==> src/rtl/spi_pkg.sv <==
`default_nettype none
// ============================================================================
//  Module      : spi_pkg
//  Description : Shared definitions for the single-clock SPI master that
//                drives the SPI slave / single-port-RAM wrapper.
//                Command encodings, controller state enum and frame
//                geometry (11-bit MOSI frame, 8-bit data byte).
//  Revision    : 1.0  initial release
// ============================================================================
package spi_pkg;

    // Command encodings carried in cmd_type and in frame bits [9:8]
    localparam logic [1:0] CMD_WR_ADDR = 2'b00;
    localparam logic [1:0] CMD_WR_DATA = 2'b01;
    localparam logic [1:0] CMD_RD_ADDR = 2'b10;
    localparam logic [1:0] CMD_RD_DATA = 2'b11;

    // Frame geometry: {mode, cmd_type[1:0], data[7:0]}
    localparam int FRAME_LEN = 11;
    localparam int DATA_W    = 8;
    localparam int CNT_W     = 4;

    typedef enum logic [2:0] {
        ST_IDLE = 3'd0,
        ST_SEL  = 3'd1,
        ST_SEND = 3'd2,
        ST_TURN = 3'd3,
        ST_RECV = 3'd4,
        ST_GAP  = 3'd5
    } state_t;

endpackage
`default_nettype wire

==> src/rtl/spi_master_ctrl.sv <==
`default_nettype none
// ============================================================================
//  Module      : spi_master_ctrl
//  Description : Single-clock SPI master. Each command accepted on the
//                valid/ready interface becomes one framed transaction on
//                SS_n/MOSI (one bit per clk). Read-data frames capture the
//                byte returned on MISO and return it with a one-cycle
//                rsp_valid strobe.
//  Parameters  : RD_LAT  cycles between last MOSI bit and first MISO sample
//                GAP     cycles SS_n stays high between frames (>=1)
//  Ports       : clk, rst (async, active-high)
//                cmd_valid/cmd_ready/cmd_type/cmd_data  command in
//                rsp_valid/rsp_data                     read byte out
//                busy                                   state != IDLE
//                SS_n/MOSI/MISO                         SPI pins
//  Macro       : SPI_MASTER_AUTO_RD_EN - a rd-addr command automatically
//                follows up with a rd-data frame after its gap.
//  Revision    : 1.0  initial release
// ============================================================================
module spi_master_ctrl
    import spi_pkg::*;
#(
    parameter int RD_LAT = 2,
    parameter int GAP    = 1
) (
    input  logic              clk,
    input  logic              rst,
    input  logic              cmd_valid,
    output logic              cmd_ready,
    input  logic [1:0]        cmd_type,
    input  logic [DATA_W-1:0] cmd_data,
    output logic              rsp_valid,
    output logic [DATA_W-1:0] rsp_data,
    output logic              busy,
    output logic              SS_n,
    output logic              MOSI,
    input  logic              MISO
);

    // Down-counter reload values; each phase runs until the counter hits 0.
    localparam logic [CNT_W-1:0] c_send_load = CNT_W'(FRAME_LEN - 1);
    localparam logic [CNT_W-1:0] c_turn_load = CNT_W'(RD_LAT - 1);
    localparam logic [CNT_W-1:0] c_recv_load = CNT_W'(DATA_W - 1);
    localparam logic [CNT_W-1:0] c_gap_load  = CNT_W'(GAP - 1);

`ifdef SPI_MASTER_AUTO_RD_EN
    localparam logic c_auto_rd = 1'b1;
`else
    localparam logic c_auto_rd = 1'b0;
`endif

    state_t                r_state;
    logic [FRAME_LEN-1:0]  r_shift;
    logic [CNT_W-1:0]      r_cnt;
    logic [DATA_W-1:0]     r_rx;
    logic                  r_rd_frame;   // current frame is a rd-data frame
    logic                  r_auto_pend;  // rd-data frame owed after this gap

    always_ff @(posedge clk or posedge rst) begin
        if (rst) begin
            r_state     <= ST_IDLE;
            r_shift     <= '0;
            r_cnt       <= '0;
            r_rx        <= '0;
            r_rd_frame  <= 1'b0;
            r_auto_pend <= 1'b0;
            cmd_ready   <= 1'b0;
            busy        <= 1'b0;
            rsp_valid   <= 1'b0;
            rsp_data    <= '0;
            SS_n        <= 1'b1;
            MOSI        <= 1'b0;
        end else begin
            rsp_valid <= 1'b0;
            case (r_state)
                ST_IDLE: begin
                    SS_n      <= 1'b1;
                    MOSI      <= 1'b0;
                    busy      <= 1'b0;
                    cmd_ready <= 1'b1;
                    if (cmd_valid && cmd_ready) begin
                        r_shift     <= {cmd_type[1], cmd_type, cmd_data};
                        r_rd_frame  <= (cmd_type == CMD_RD_DATA);
                        r_auto_pend <= c_auto_rd && (cmd_type == CMD_RD_ADDR);
                        r_state     <= ST_SEL;
                        SS_n        <= 1'b0;
                        cmd_ready   <= 1'b0;
                        busy        <= 1'b1;
                    end
                end

                ST_SEL: begin
                    // Present the MSB now so it is on MOSI for the first SEND cycle
                    MOSI    <= r_shift[FRAME_LEN-1];
                    r_shift <= {r_shift[FRAME_LEN-2:0], 1'b0};
                    r_cnt   <= c_send_load;
                    r_state <= ST_SEND;
                end

                ST_SEND: begin
                    if (r_cnt == '0) begin
                        MOSI <= 1'b0;
                        if (r_rd_frame) begin
                            r_cnt   <= c_turn_load;
                            r_state <= ST_TURN;
                        end else begin
                            SS_n    <= 1'b1;
                            r_cnt   <= c_gap_load;
                            r_state <= ST_GAP;
                        end
                    end else begin
                        MOSI    <= r_shift[FRAME_LEN-1];
                        r_shift <= {r_shift[FRAME_LEN-2:0], 1'b0};
                        r_cnt   <= r_cnt - 1'b1;
                    end
                end

                ST_TURN: begin
                    if (r_cnt == '0) begin
                        r_cnt   <= c_recv_load;
                        r_state <= ST_RECV;
                    end else begin
                        r_cnt <= r_cnt - 1'b1;
                    end
                end

                ST_RECV: begin
                    r_rx <= {r_rx[DATA_W-2:0], MISO};
                    if (r_cnt == '0) begin
                        // Last sample goes straight into the response register
                        rsp_data  <= {r_rx[DATA_W-2:0], MISO};
                        rsp_valid <= 1'b1;
                        SS_n      <= 1'b1;
                        r_cnt     <= c_gap_load;
                        r_state   <= ST_GAP;
                    end else begin
                        r_cnt <= r_cnt - 1'b1;
                    end
                end

                ST_GAP: begin
                    if (r_cnt == '0) begin
                        if (r_auto_pend) begin
                            // Follow-up rd-data frame; host interface stays closed
                            r_shift     <= {1'b1, CMD_RD_DATA, {DATA_W{1'b0}}};
                            r_rd_frame  <= 1'b1;
                            r_auto_pend <= 1'b0;
                            SS_n        <= 1'b0;
                            r_state     <= ST_SEL;
                        end else begin
                            cmd_ready <= 1'b1;
                            busy      <= 1'b0;
                            r_state   <= ST_IDLE;
                        end
                    end else begin
                        r_cnt <= r_cnt - 1'b1;
                    end
                end

                default: begin
                    SS_n      <= 1'b1;
                    MOSI      <= 1'b0;
                    busy      <= 1'b0;
                    cmd_ready <= 1'b0;
                    r_state   <= ST_IDLE;
                end
            endcase
        end
    end

endmodule
`default_nettype wire

==> config.mk <==
export PLATFORM = sky130hd
export DESIGN_NAME = spi_master_ctrl
export DESIGN_NICKNAME = d
export VERILOG_FILES = /design/src/rtl/spi_pkg.sv /design/src/rtl/spi_master_ctrl.sv
export SDC_FILE = /design/constraint.sdc
export NUM_CORES = 1
export LEC_CHECK = 0
export CAP_MARGIN = 30
export CORE_MARGIN = 2
export CORE_UTILIZATION = 42
export CTS_BUF_LIST = sky130_fd_sc_hd__clkbuf_8
export DETAILED_ROUTE_END_ITERATION = 8
export PLACE_DENSITY = 0.74
export SETUP_SLACK_MARGIN = 0.15
export SLEW_MARGIN = 15
export SYNTH_ARGS = -nofsm -noshare
export SYNTH_HDL_FRONTEND = slang
export SYNTH_SLANG_ARGS = --single-unit
==> constraint.sdc <==
create_clock -name clk -period 2.5 [get_ports clk]
set_input_delay 0.375 -clock clk [delete_from_list [all_inputs] [get_ports clk]]
set_output_delay 0.375 -clock clk [all_outputs]
set_load 0.005 [all_outputs]
==> impl_metrics.csv, run 1 <==
group,metric,value,unit
clock_network,root_buffer,"clkbuf_8",
yosys,ys_seq_area_frac,0.4952,
sta,finalHoldViolations,0,
power,p_leak,1.067,nW
worst_setup_path,critPathLaunchType,"flip-flop",
global_routing,grt_pass1_wl,6.465,mm
finish,layout.cells.non_filler,253,
clock_network,cts_buffers,5,
die,fp.dieW,72.54,µm
yosys,synth.largest_area_cell,"dfrtp_1",
sta,rsz0062_at_grt,"false",
flow_run,maxCapViolCount,0,
drt,ant_nets,0,
clock_network,clk_pin_slew_worst_paths,0.07,ns
die,die_y,72.54,µm
placed_design,placedInstanceArea,2257,µm²
worst_setup_path,rr_worst_depth,6,
yosys,synth_fp_nets,187,
run_status,outcome,"complete, no violations",
sta,fin_worst_skew,0.004620,ns
power,peakVddDrop,0.6208,mV
yosys,syn_avg_cell_area,11.54,µm²
drt,wl_per_cell,14.72,µm
drt,wl_met2,1.728,mm
worst_setup_path,r2r_start,"r_cnt[0]",
clock_network,clk_path_buf_depth,2,
worst_setup_path,slowest_stage,"or3b_1",
drt,drt_wl_total,3.725,mm
worst_setup_path,cp.required,2.73,ns
drt,top_layer,"met4",
die,die-area,5262,µm²
worst_setup_path,path_cells,"inv_1, ha_1, or3b_1, o311a_1, a31oi_1, o32a_2",
yosys,synthArstFlopShare,1.000,
sta,fmax,533.0,MHz
min_path,hp-start,"busy",
worst_setup_path,critPathTopFamily,"compound AO/OA/AOI/OAI gates",
sta,tns,0,ns
clock_network,post_cts_buffers,0,
placed_design,place.gp.congestion,0.9126,
global_routing,grt_usage,0.1585,
global_routing,overflow,0,
die,initial_core_util,0.4440,
die,num_io_pins,27,
sta,worstMarginPinSlew,0.5670,ns
placed_design,place_inst,247,
yosys,ys_warn_count,0,
global_routing,grt_max_degree,40,
drt,wl_met3,219,µm
worst_setup_path,max_stage_delay,0.44,ns
drt,drtIter0Drc,174,
die,num_rows,24,
clock_network,clk_latency,0.29,ns
finish,fin_util,0.5251,
global_routing,antenna_found_initial,0,
drt,m1WireLength,1.696,mm
power,powerDensity,1134,nW/µm²
yosys,synth.distinct_cells,44,
clock_network,cts.hold.buffers_added,0,
worst_setup_path,r2r_slack,0.62,ns
worst_setup_path,end_kind,"flip-flop",
worst_setup_path,rr_endpoint,"SS_n",
sta,finalSetupViolCount,0,
sta,final.setup.worst_slack,0.6238,ns
worst_setup_path,path_class,"reg -> reg",
clock_network,tritoncts,"done",
placed_design,place_ws,0.5675,ns
yosys,synthesis.area,1973,µm²
global_routing,grt_pass1_vias,1355,
finish,area_growth_syn_to_layout,18.26,%
worst_setup_path,critPathBufInv,1,
placed_design,portBuffers,26,
clock_network,clock_sinks,39,
sta,relSlewSlack,0.6220,
sta,fin_crit_sh,0.7505,
yosys,ys_ff_latch,39,
finish,stdcell_area,2333,µm²
worst_setup_path,arrival,2.11,ns
drt,viasPerCell,5.696,
drt,firstDrtPassIters,4,
finish,diodes,0,
yosys,yosysTopAreaCellShare,0.4819,
worst_setup_path,cp_max_fo,5,
finish,nets,218,
die,coreArea,4444,µm²
sta,finalCriticalPeriod,1.876,ns
sta,finalMaxSlewViolations,0,
clock_network,cts_resized,0,
yosys,ys.flop_type,"dfrtp_1",
min_path,hold_end,"busy",
yosys,syn_inst,171,
yosys,synth-edff-count,0,
yosys,synthTopCellsByArea,"dfrtp_1 (48%), mux2_2 (13%), a22o_1 (3.1%)",
placed_design,hpwl,2.613,mm
min_path,hold_class,"reg -> reg",
drt,num_vias,1441,
drt,drc,0,
clock_network,h-tree-depth,2,
finish,drive_gt1_frac,0.2040,
min_path,min_delay_path_depth,1,
finish,num-fill-cells,402,
[sequential cells by signal, indices dropped and copies added, names as in the netlist]
name / flops
r_rx: 7
SS_n: 1
r_shift: 11
r_rd_frame: 1
rsp_data: 8
cmd_ready: 1
busy: 1
r_cnt: 4
rsp_valid: 1
MOSI: 1
r_state: 3
[cell type report]
cell class              instances  area (µm²)  area share
inverters                      10       37.54     0.01609
clock buffers                   5       68.82     0.02949
clock inverters                 1       7.507    0.003217
multi-input cells             114       872.1      0.3737
well taps                      52       65.06     0.02788
flip-flops and latches         39       977.2      0.4188
repair buffers                 32       305.3      0.1308
[how the worst max path moves through the flow]
stage | from | end | cells past startpoint | slack [ns]
floorplan | r_cnt[0] | r_shift[1] | 7 | 0.61
global route | r_cnt[0] | SS_n | 6 | 0.51
CTS | r_cnt[0] | SS_n | 6 | 0.64
finish | r_cnt[0] | SS_n | 6 | 0.62
global placement | cmd_valid | r_shift[4] | 5 | 0.58
detailed placement | cmd_valid | r_shift[3] | 5 | 0.57
[power breakdown]
group | switching [W] | internal [W] | total, W
logic | 0.000590 | 0.000637 | 0.00123
registers | 0.000187 | 0.000840 | 0.00103
clock network | 0.000208 | 0.000185 | 0.000393
total | 0.000984 | 0.00166 | 0.00265
[cell families after synthesis]
kind of cell | after synthesis | share of synthesized area
AOI/OAI and AO/OA | 47 | 0.1630
and+or+nand+nor | 38 | 0.1167
xor gates and xnor gates | 2 | 0.008879
buffers and inverters | 18 | 0.06277
muxes | 25 | 0.1408
DFF | 39 | 0.4952
adders and majority gates | 2 | 0.01268
[per-layer routing]
layer  vias to the layer above  global-route usage
met5                         -                   0
met4                         0             0.08025
met3                         9             0.03056
met2                        47              0.2273
met1                       699              0.2279
li1                        686                   -
[placed cells by master (no fill, tap or decap), drive strengths merged, types with 2 or more instances in the layout]
master         Yosys  routed
inv               10      10
nor3b              3       3
nor3               2       2
nor2b              3       3
o211ai             3       3
nor2               4       4
o22ai              5       5
a22o               7       7
a31oi              6       6
clkbuf             4       5
mux2i              3       3
o21bai             2       2
clkdlybuf4s50      0      26
dfrtp             38      38
nand2b             6       6
nand3b             2       2
buf                4       6
a21oi              7       7
ha                 2       2
a21o               4       4
nand3              3       3
nand2              9       9
o21ai              8       8
or3                2       2
mux2              22      22
[worst reg2reg max path: stages (launching register included)]
cell and delay (ns):
dfrtp_1 0.41, inv_1 0.15, ha_1 0.19, or3b_1 0.44
o311a_1 0.33, a31oi_1 0.15, o32a_2 0.16
[cell usage after synthesis (2+ instances only)]
cell / instances
dfrtp_1: 38
mux2_2: 22
inv_1: 10
nand2_1: 8
a21oi_1: 7
a22o_1: 7
o21ai_0: 7
a31oi_1: 6
nand2b_1: 5
o22ai_1: 5
a21o_1: 4
clkbuf_8: 4
mux2i_1: 3
nand3_1: 3
nor2_1: 3
nor2b_1: 3
o211ai_1: 3
buf_4: 2
ha_1: 2
nand3b_1: 2
nor3_1: 2
nor3b_1: 2
o21bai_1: 2
[metrics by stage]
stage                     total power (W)  hold slack, ns
after floorplan                  0.002021          0.4507
after global placement           0.002245          0.4661
after detailed placement         0.002265          0.4702
after CTS                        0.002671          0.4891
after global routing             0.002846          0.5181
final                            0.002646          0.4837
Power figures use the tool's default switching activity.
==> run 2: changes to the inputs <==
--- a/config.mk
+++ b/config.mk
@@ -10,7 +10,7 @@
 export CORE_UTILIZATION = 42
 export CTS_BUF_LIST = sky130_fd_sc_hd__clkbuf_8
 export DETAILED_ROUTE_END_ITERATION = 8
-export PLACE_DENSITY = 0.74
+export PLACE_DENSITY = 0.76
 export SETUP_SLACK_MARGIN = 0.15
 export SLEW_MARGIN = 15
 export SYNTH_ARGS = -nofsm -noshare
==> constraint.sdc (replaced) <==
create_clock -name clk -period 1.7 [get_ports clk]
set_input_delay 0.255 -clock clk [delete_from_list [all_inputs] [get_ports clk]]
set_output_delay 0.255 -clock clk [all_outputs]
set_load 0.005 [all_outputs]
==> impl_metrics.csv, run 2 (synthesized netlist as in run 1, its figures left out) <==
group,metric,value,unit
sta,fin_crit_sh,0.9942,
worst_setup_path,slowest_stage,"or3b_4",
clock_network,clk_path_buf_depth,2,
finish,num-fill-cells,360,
power,p_leak,1.227,nW
placed_design,portBuffers,26,
sta,worstMarginPinSlew,0.5049,ns
run_status,outcome,"complete, no violations",
placed_design,hpwl,2.910,mm
finish,diodes,0,
clock_network,root_buffer,"clkbuf_8",
clock_network,cts.hold.buffers_added,0,
drt,drtIter0Drc,93,
sta,fmax,591.7,MHz
clock_network,clk_pin_slew_worst_paths,0.08,ns
drt,wl_per_cell,15.62,µm
worst_setup_path,cp_max_fo,4,
drt,ant_nets,0,
power,peakVddDrop,0.7945,mV
die,num_io_pins,27,
global_routing,grt_pass1_wl,7.065,mm
sta,finalCriticalPeriod,1.690,ns
sta,finalHoldViolations,0,
global_routing,grt_pass1_vias,1507,
sta,relSlewSlack,0.6611,
die,die-area,5262,µm²
worst_setup_path,path_class,"reg -> reg",
finish,multi_input_comb_area,942.2,µm²
global_routing,grt_max_degree,40,
clock_network,clock_sinks,39,
finish,final_common_cell,"dfrtp_1",
drt,num_vias,1506,
clock_network,h-tree-depth,2,
clock_network,clk_latency,0.30,ns
drt,firstDrtPassIters,4,
power,powerDensity,1819,nW/µm²
worst_setup_path,max_stage_delay,0.41,ns
placed_design,place.gp.congestion,0.8220,
finish,stdcell_area,2600,µm²
die,die_y,72.54,µm
min_path,hold_class,"in -> async",
finish,regArea,978.4,µm²
finish,nets,235,
finish,drive_gt1_frac,0.3091,
worst_setup_path,end_kind,"flip-flop",
finish,layout_common_cells,"dfrtp_1 (37), clkdlybuf4s50_1 (25), buf_4 (19)",
die,num_rows,24,
flow_run,maxCapViolCount,0,
power,finalPower,0.004729,W
finish,largest_reg_flops,11,
sta,rsz0062_at_grt,"true",
clock_network,tritoncts,"done",
die,initial_core_util,0.4440,
finish,reg_top3,"r_shift x11, rsp_data x8, r_rx x7",
die,fp.dieW,72.54,µm
finish,area_growth_syn_to_layout,31.77,%
worst_setup_path,path_cells,"inv_2, ha_4, or3b_4, o311a_1, a31oi_1, o32a_2",
drt,drc,0,
sta,fin_worst_skew,0.006522,ns
sta,finalSetupViolCount,0,
worst_setup_path,critPathTopFamily,"compound AO/OA/AOI/OAI gates",
drt,drt_wl_total,4.248,mm
finish,regMostFlops,"r_shift",
global_routing,grt_usage,0.1730,
sta,tns,0,ns
worst_setup_path,arrival,1.93,ns
clock_network,cts_buffers,5,
worst_setup_path,cp.required,1.94,ns
drt,viasPerCell,5.537,
worst_setup_path,critPathBufInv,1,
worst_setup_path,critPathLaunchType,"flip-flop",
sta,finalMaxSlewViolations,0,
sta,holdWs,0.3085,ns
die,coreArea,4444,µm²
global_routing,overflow,0,
global_routing,antenna_found_initial,0,
placed_design,placedInstanceArea,2409,µm²
[run 2: cell types whose count changed in the layout (fill, tap and decap cells not counted), sizes merged]
cell           previous run  this run
bufinv                    0         1
clkdlybuf4s50            26        25
clkbuf                    5         6
clkinvlp                  1         0
inv                      10        11
dlygate4sd2               0         1
buf                       6        23
[run 2: path summary, 6_finish.rpt]
path	startpoint	end	slack, ns	cells past startpoint
worst max register to register	r_cnt[0]	SS_n	0.01	6
min in group clk	r_shift[0]	r_shift[0]	0.49	1
worst max-delay path	r_cnt[0]	SS_n	0.01	6
max in group asynchronous	rst	SS_n	1.13	3
worst min-delay path	rst	r_rx[5]	0.31	3
worst min register to register	r_shift[0]	r_shift[0]	0.49	1
[run 2: timing repair]
action	CTS	global route
endpoints found under the setup margin	26	28
gates cloned	0	0
gates resized for setup	8	4
pin swaps	3	3
buffers inserted	2	2
[run 2: tightest hold or removal path, delay by kind of cell]
| family | cells | cell delay, ns |
|---|---|---|
| buffers and inverters | 3 | 0.72 |
[run 2: per-stage QoR]
stage          worst slack [ns]  std cells  utilization
2_1_floorplan          -0.01594        171            -
3_3_place_gp           0.001671        260       0.5419
3_5_place_dp           -0.03700        260       0.5419
4_1_cts                 0.02690        270       0.5783
5_1_grt                -0.05680        272       0.5850
6_report               0.009938        272       0.5850
[run 2: metal layers]
layer / part of all wire / up-vias / track usage
met1: 0.48 / 736 / 0.2369
met5: 0 / - / 0
met3: 0.060 / 9 / 0.05556
met2: 0.45 / 43 / 0.2566
met4: 0.015 / 0 / 0.06379
li1: - / 718 / -
[run 2: area by class of cell]
| cell class | instances | share of cell area |
|---|---|---|
| clock buffers | 6 | 0.03176 |
| flip-flops and latches | 39 | 0.3763 |
| multi-input cells | 114 | 0.3624 |
| repair buffers | 49 | 0.1752 |
| clock inverters | 2 | 0.01492 |
| inverters | 10 | 0.01444 |
| well taps | 52 | 0.02502 |
[run 2: power breakdown]
part	switching, W	internal, W	total, W	leakage, nW
Combinational	0.00106	0.00133	0.00239	0.667
Sequential	0.000270	0.00124	0.00151	0.498
Clock	0.000351	0.000483	0.000834	0.0618
